### src/rtl/fsm_interval_meter_if.sv
`default_nettype none
// ============================================================================
//  Module   : fsm_interval_meter_if
//  Purpose  : Bundles the control, measured line and result signals of the
//             interval meter.
//  Ports    : master - controller side (drives ARM/CANCEL/PULSE/ACK,
//                      observes BUSY/VALID/WIDTH_OUT/OVF)
//             slave  - meter side (the reverse directions)
//  Revision : 1.0 - initial release
// ============================================================================
interface fsm_interval_meter_if #(
    parameter int W = 8
) ();
    logic         ARM;
    logic         CANCEL;
    logic         PULSE;
    logic         ACK;
    logic         BUSY;
    logic         VALID;
    logic [W-1:0] WIDTH_OUT;
    logic         OVF;

    modport master (
        output ARM, CANCEL, PULSE, ACK,
        input  BUSY, VALID, WIDTH_OUT, OVF
    );

    modport slave (
        input  ARM, CANCEL, PULSE, ACK,
        output BUSY, VALID, WIDTH_OUT, OVF
    );
endinterface
`default_nettype wire

### src/rtl/fsm_interval_meter.sv
`default_nettype none
// ============================================================================
//  Module   : fsm_interval_meter
//  Purpose  : Measures, in CLK cycles, the width of one complete high pulse
//             on PULSE once armed, and presents it via a VALID/ACK handshake.
//  Ports    : CLK   - system clock, rising edge
//             RESET - synchronous active-high reset
//             bus   - slave modport: ARM, CANCEL, PULSE, ACK in;
//                     BUSY, VALID, WIDTH_OUT (W bits, saturating), OVF out
//  Revision : 1.0 - initial release
// ============================================================================
module fsm_interval_meter #(
    parameter int W = 8
) (
    input  wire logic          CLK,
    input  wire logic          RESET,
    fsm_interval_meter_if.slave bus
);

    localparam logic [W-1:0] C_MAX = {W{1'b1}};

    typedef enum logic [1:0] {
        S_IDLE  = 2'd0,
        S_ARMED = 2'd1,
        S_MEAS  = 2'd2,
        S_DONE  = 2'd3
    } state_t;

    state_t       state_q, state_d;
    logic [W-1:0] count_q, count_d;
    logic [W-1:0] width_q, width_d;
    logic         ovf_q, ovf_d;
    logic         ovf_flag_q, ovf_flag_d;
    logic         pulse_q;
    logic         rise;

    // Only a fresh edge starts a measurement, so a pulse already high when
    // arming is skipped.
    assign rise = bus.PULSE & ~pulse_q;

    always_ff @(posedge CLK) begin
        if (RESET) begin
            state_q    <= S_IDLE;
            count_q    <= '0;
            width_q    <= '0;
            ovf_q      <= 1'b0;
            ovf_flag_q <= 1'b0;
            pulse_q    <= 1'b0;
        end else begin
            state_q    <= state_d;
            count_q    <= count_d;
            width_q    <= width_d;
            ovf_q      <= ovf_d;
            ovf_flag_q <= ovf_flag_d;
            pulse_q    <= bus.PULSE;
        end
    end

    always_comb begin
        state_d    = state_q;
        count_d    = count_q;
        width_d    = width_q;
        ovf_d      = ovf_q;
        ovf_flag_d = ovf_flag_q;

        case (state_q)
            S_IDLE: begin
                if (bus.ARM) begin
                    state_d = S_ARMED;
                end
            end
            S_ARMED: begin
                if (bus.CANCEL) begin
                    state_d = S_IDLE;
                end else if (rise) begin
                    state_d    = S_MEAS;
                    count_d    = {{(W-1){1'b0}}, 1'b1};
                    ovf_flag_d = 1'b0;
                end
            end
            S_MEAS: begin
                if (bus.CANCEL) begin
                    state_d = S_IDLE;
                end else if (bus.PULSE) begin
                    // Saturate instead of wrapping; remember the overflow.
                    if (count_q == C_MAX) begin
                        ovf_flag_d = 1'b1;
                    end else begin
                        count_d = count_q + 1'b1;
                    end
                end else begin
                    width_d = count_q;
                    ovf_d   = ovf_flag_q;
                    state_d = S_DONE;
                end
            end
            S_DONE: begin
                if (bus.ACK) begin
                    state_d = bus.ARM ? S_ARMED : S_IDLE;
                end
            end
            default: begin
                state_d = S_IDLE;
            end
        endcase
    end

    assign bus.BUSY      = (state_q == S_ARMED) || (state_q == S_MEAS);
    assign bus.VALID     = (state_q == S_DONE);
    assign bus.WIDTH_OUT = width_q;
    assign bus.OVF       = ovf_q;

endmodule
`default_nettype wire

### src/flat_wrapper.sv
// flat-port wrapper written by rule: the top's interface ports become plain ports
module fsm_interval_meter_flat 
#(
    parameter int W = 8
)
  (CLK, RESET, bus_ARM, bus_CANCEL, bus_PULSE, bus_ACK, bus_BUSY, bus_VALID, bus_WIDTH_OUT, bus_OVF);
  fsm_interval_meter_if #(.W(W)) bus_i ();
  input  wire logic CLK;
  input  wire logic RESET;
  input wire logic [$bits(bus_i.ARM)-1:0] bus_ARM;
  input wire logic [$bits(bus_i.CANCEL)-1:0] bus_CANCEL;
  input wire logic [$bits(bus_i.PULSE)-1:0] bus_PULSE;
  input wire logic [$bits(bus_i.ACK)-1:0] bus_ACK;
  output wire logic [$bits(bus_i.BUSY)-1:0] bus_BUSY;
  output wire logic [$bits(bus_i.VALID)-1:0] bus_VALID;
  output wire logic [$bits(bus_i.WIDTH_OUT)-1:0] bus_WIDTH_OUT;
  output wire logic [$bits(bus_i.OVF)-1:0] bus_OVF;
  assign bus_i.ARM = bus_ARM;
  assign bus_i.CANCEL = bus_CANCEL;
  assign bus_i.PULSE = bus_PULSE;
  assign bus_i.ACK = bus_ACK;
  assign bus_BUSY = bus_i.BUSY;
  assign bus_VALID = bus_i.VALID;
  assign bus_WIDTH_OUT = bus_i.WIDTH_OUT;
  assign bus_OVF = bus_i.OVF;
  fsm_interval_meter #(.W(W)) u_core (.CLK(CLK), .RESET(RESET), .bus(bus_i));
endmodule
### config.mk
export PLATFORM = sky130hd
export DESIGN_NAME = fsm_interval_meter_flat
export DESIGN_NICKNAME = d
export VERILOG_FILES = /design/src/rtl/fsm_interval_meter_if.sv /design/src/rtl/fsm_interval_meter.sv /design/src/flat_wrapper.sv
export SDC_FILE = /design/constraint.sdc
export NUM_CORES = 1
export LEC_CHECK = 0
export BUFFER_PORTS_ARGS = -buffer_cell sky130_fd_sc_hd__buf_2
export CAP_MARGIN = 0
export CORE_MARGIN = 5
export CORE_UTILIZATION = 55
export DETAILED_ROUTE_END_ITERATION = 8
export PLACE_DENSITY_LB_ADDON = 0.05
export SYNTH_ARGS = -nofsm -noshare
export SYNTH_HDL_FRONTEND = slang
export SYNTH_SLANG_ARGS = --single-unit
### constraint.sdc
create_clock -name CLK -period 3.1 [get_ports CLK]
set_input_delay 0.62 -clock CLK [delete_from_list [all_inputs] [get_ports CLK]]
set_output_delay 0.62 -clock CLK [all_outputs]
set_load 0.02 [all_outputs]
==> results.md <==
* Synthesized flop and latch total at 21
* Post-Synthesis Cell Area at 1060 um^2
* Vias per inst at 5.78
* Chip Height at 53.9 um
* Horizontal extent of the die at 53.9 um
* Min-Delay Path Class: register to register
* Maximum buffer depth of the clock tree at 2
* Total routing usage reported by global routing at 0.181
* Setup repair after global routing missed its margin: no
* Initial Util at 0.595
* Number of nets still failing antenna checks after routing at 0
* Final count of pins violating max slew at 0
* Synth warnings at 0
* Fraction of final layout cells with drive strength greater than 1 at 0.159
* Inst Count DP at 153
* Final critical-path setup slack at 1.11 ns
* Placement row count at 15
* Area contributors post-synth: sky130_fd_sc_hd__dfxtp_1, sky130_fd_sc_hd__mux2i_1, sky130_fd_sc_hd__ha_1, sky130_fd_sc_hd__a21oi_1, sky130_fd_sc_hd__nor2_1
* GR Overflow Total at 0
* Final RePlAce weighted congestion at 0.803
* Average detailed-routed wire length per instance at 14.2 um
* Clock latency reported for the late side of the worst-skew pair at 0.30 ns
* Worst Clk Skew at 0.00262 ns
* Dominant register cell in the synthesized netlist: sky130_fd_sc_hd__dfxtp_1
* Clk sink count at 21
* Detailed-placement wirelength estimate at 1600 um
* Overall die area at 2910 um^2
* Final Critical Period at 1.99 ns
* Proportion of synthesized flip-flops having asynchronous set or reset at 0
* Number of buffers created by CTS at 3
* Top-level port count at 17
* Post-Syn Area per Cell at 9.07 um^2
* Setup bufs post-CTS at 0
* Vias at 907
* Result of the run: complete, no violations
* Synth cell count leaders: sky130_fd_sc_hd__dfxtp_1, sky130_fd_sc_hd__nor2_1, sky130_fd_sc_hd__a21oi_1, sky130_fd_sc_hd__mux2i_1
* Iteration-0 DRC Markers at 21
* Cell at the root of the clock tree: sky130_fd_sc_hd__clkbuf_4
* Layout Cells excl Fill at 157
* Synth-to-layout area growth at 11.1%
* CTS tree: built
* Number of flops mapped to enable cells by yosys at 0
* Critical path startpoint category: register
* Clock transition at the registers of the reported paths at 0.11 ns
* Synthesized netlist net count at 129
* Relative max-transition margin at 0.666
* Residual DRC at 0
* Via count of the first global-routing pass at 823
* Peak supply drop at 346 uV
* Worst setup path category: register to register
* Net count of the finished layout at 145
* Required arrival time at the worst endpoint at 3.30 ns
* Count of max-cap constraint violations at 0
* Arrival time at the worst endpoint at 2.19 ns
* Wire length of the first global-routing pass at 3860 um
* Core outline area at 1780 um^2
* Leading cell type by number of instances after synthesis: sky130_fd_sc_hd__dfxtp_1
* Number of unique standard cell types used by synthesis at 34
* Pwr per Cell Area at 411 nW/um^2
* Maximum frequency from static timing analysis at 502 MHz
* Tcrit/Tclk final at 0.642
* Maximum fanout encountered on the critical timing path at 16
* Detailed-route wire length at 2230 um
* Pre-antenna DRT Iters at 4
* Slew at the pin closest to its max-slew limit at 0.501 ns
* Initial antenna violation count at 0
* Largest net degree at the start of global routing at 25
* Leakage power total at 0.460 nW
* Post-synth top area cell: sky130_fd_sc_hd__dfxtp_1
* Total of endpoints with negative setup slack in the final report at 0
* Number of hold buffers added after CTS at 0
* Port Buf Inserts at 16
* Maximum level of the CTS H-tree at 1
* Fraction of the yosys area taken by sequential cells at 0.396
* Count of endpoints failing hold in the final timing report at 0
* Post-CTS sizing at 0
* Fin Setup TNS at 0 ns
* Diodes inserted at 0
* Endpoint class of the critical path: register
* Number of standard cells after synthesis at 117
* Top cell type's share of synthesized area at 0.396
* Placement Setup Slack at 1.13 ns
[through the flow]
stage / hold slack (ns) / instance area [um^2] / util / total power [mW]
after floorplan: 0.465 / 1060 / - / 0.340
after global placement: 0.468 / 1150 / 0.646 / 0.357
after detailed placement: 0.479 / 1150 / 0.646 / 0.360
after CTS: 0.507 / 1180 / 0.661 / 0.489
after global routing: 0.543 / 1180 / 0.661 / 0.512
final: 0.497 / 1180 / 0.661 / 0.485
[routing by layer]
layer	part of all wire	global-route usage
met4	0.0054	0.0426
met5	0	0
met2	0.45	0.272
met3	0.041	0.0332
met1	0.50	0.266
[worst paths after layout]
kind,start,endpoint,slack (ns),depth (start not counted)
max,u_core.state_q[0]$_SDFFE_PP0P_,u_core.state_q[0]$_SDFFE_PP0P_,1.11,5
min reg2reg,u_core.bus.OVF$_SDFFE_PP0P_,u_core.bus.OVF$_SDFFE_PP0P_,0.50,2
max reg2reg,u_core.state_q[0]$_SDFFE_PP0P_,u_core.state_q[0]$_SDFFE_PP0P_,1.11,5
min,u_core.bus.OVF$_SDFFE_PP0P_,u_core.bus.OVF$_SDFFE_PP0P_,0.50,2
[flip-flops by register name, summed over array words and instances, names as in the netlist]
register	flops
u_core.bus.OVF	1
u_core.state_q	2
u_core.ovf_flag_q	1
u_core.bus.WIDTH_OUT	8
u_core.count_q	8
u_core.pulse_q	1
[critical path, stage by stage (launching register included)]
cell	delay, ns
sky130_fd_sc_hd__dfxtp_1	0.38
sky130_fd_sc_hd__inv_1	0.11
sky130_fd_sc_hd__ha_1	0.39
sky130_fd_sc_hd__a22o_1	0.28
sky130_fd_sc_hd__a222oi_1	0.37
sky130_fd_sc_hd__mux2_1	0.36
[cells in the final DEF, fill, tap and decap left out, types with 3 or more instances in the layout]
| cell type | count |
|---|---|
| sky130_fd_sc_hd__buf_2 | 16 |
| sky130_fd_sc_hd__a311oi_1 | 5 |
| sky130_fd_sc_hd__mux2i_1 | 10 |
| sky130_fd_sc_hd__nand2b_1 | 4 |
| sky130_fd_sc_hd__nand2_1 | 7 |
| sky130_fd_sc_hd__dfxtp_1 | 21 |
| sky130_fd_sc_hd__nor2_1 | 12 |
| sky130_fd_sc_hd__inv_1 | 7 |
| sky130_fd_sc_hd__nand3_1 | 3 |
| sky130_fd_sc_hd__ha_1 | 6 |
| sky130_fd_sc_hd__clkbuf_4 | 3 |
| sky130_fd_sc_hd__a21oi_1 | 10 |
[where the power goes]
group / internal [mW] / switching [mW] / total, mW
clock: 0.0501 / 0.0802 / 0.130
combinational: 0.0286 / 0.0446 / 0.0732
sequential: 0.276 / 0.00596 / 0.281
total: 0.354 / 0.131 / 0.485
[kinds of logic after synthesis]
family | share of synthesized area
mux | 0.105
buf+inv | 0.0436
compound gates | 0.191
simple gates | 0.193
flops | 0.396
fa+ha+maj | 0.0708
[layout make-up]
type,instances,area [um^2]
tap,25,31.3
multi-input combinational,84,594
clock buffer,4,26.3
timing repair buffer,16,80.1
fill,172,604
sequential,21,420
inverter,7,26.3
(Power assumes the default switching activity.)
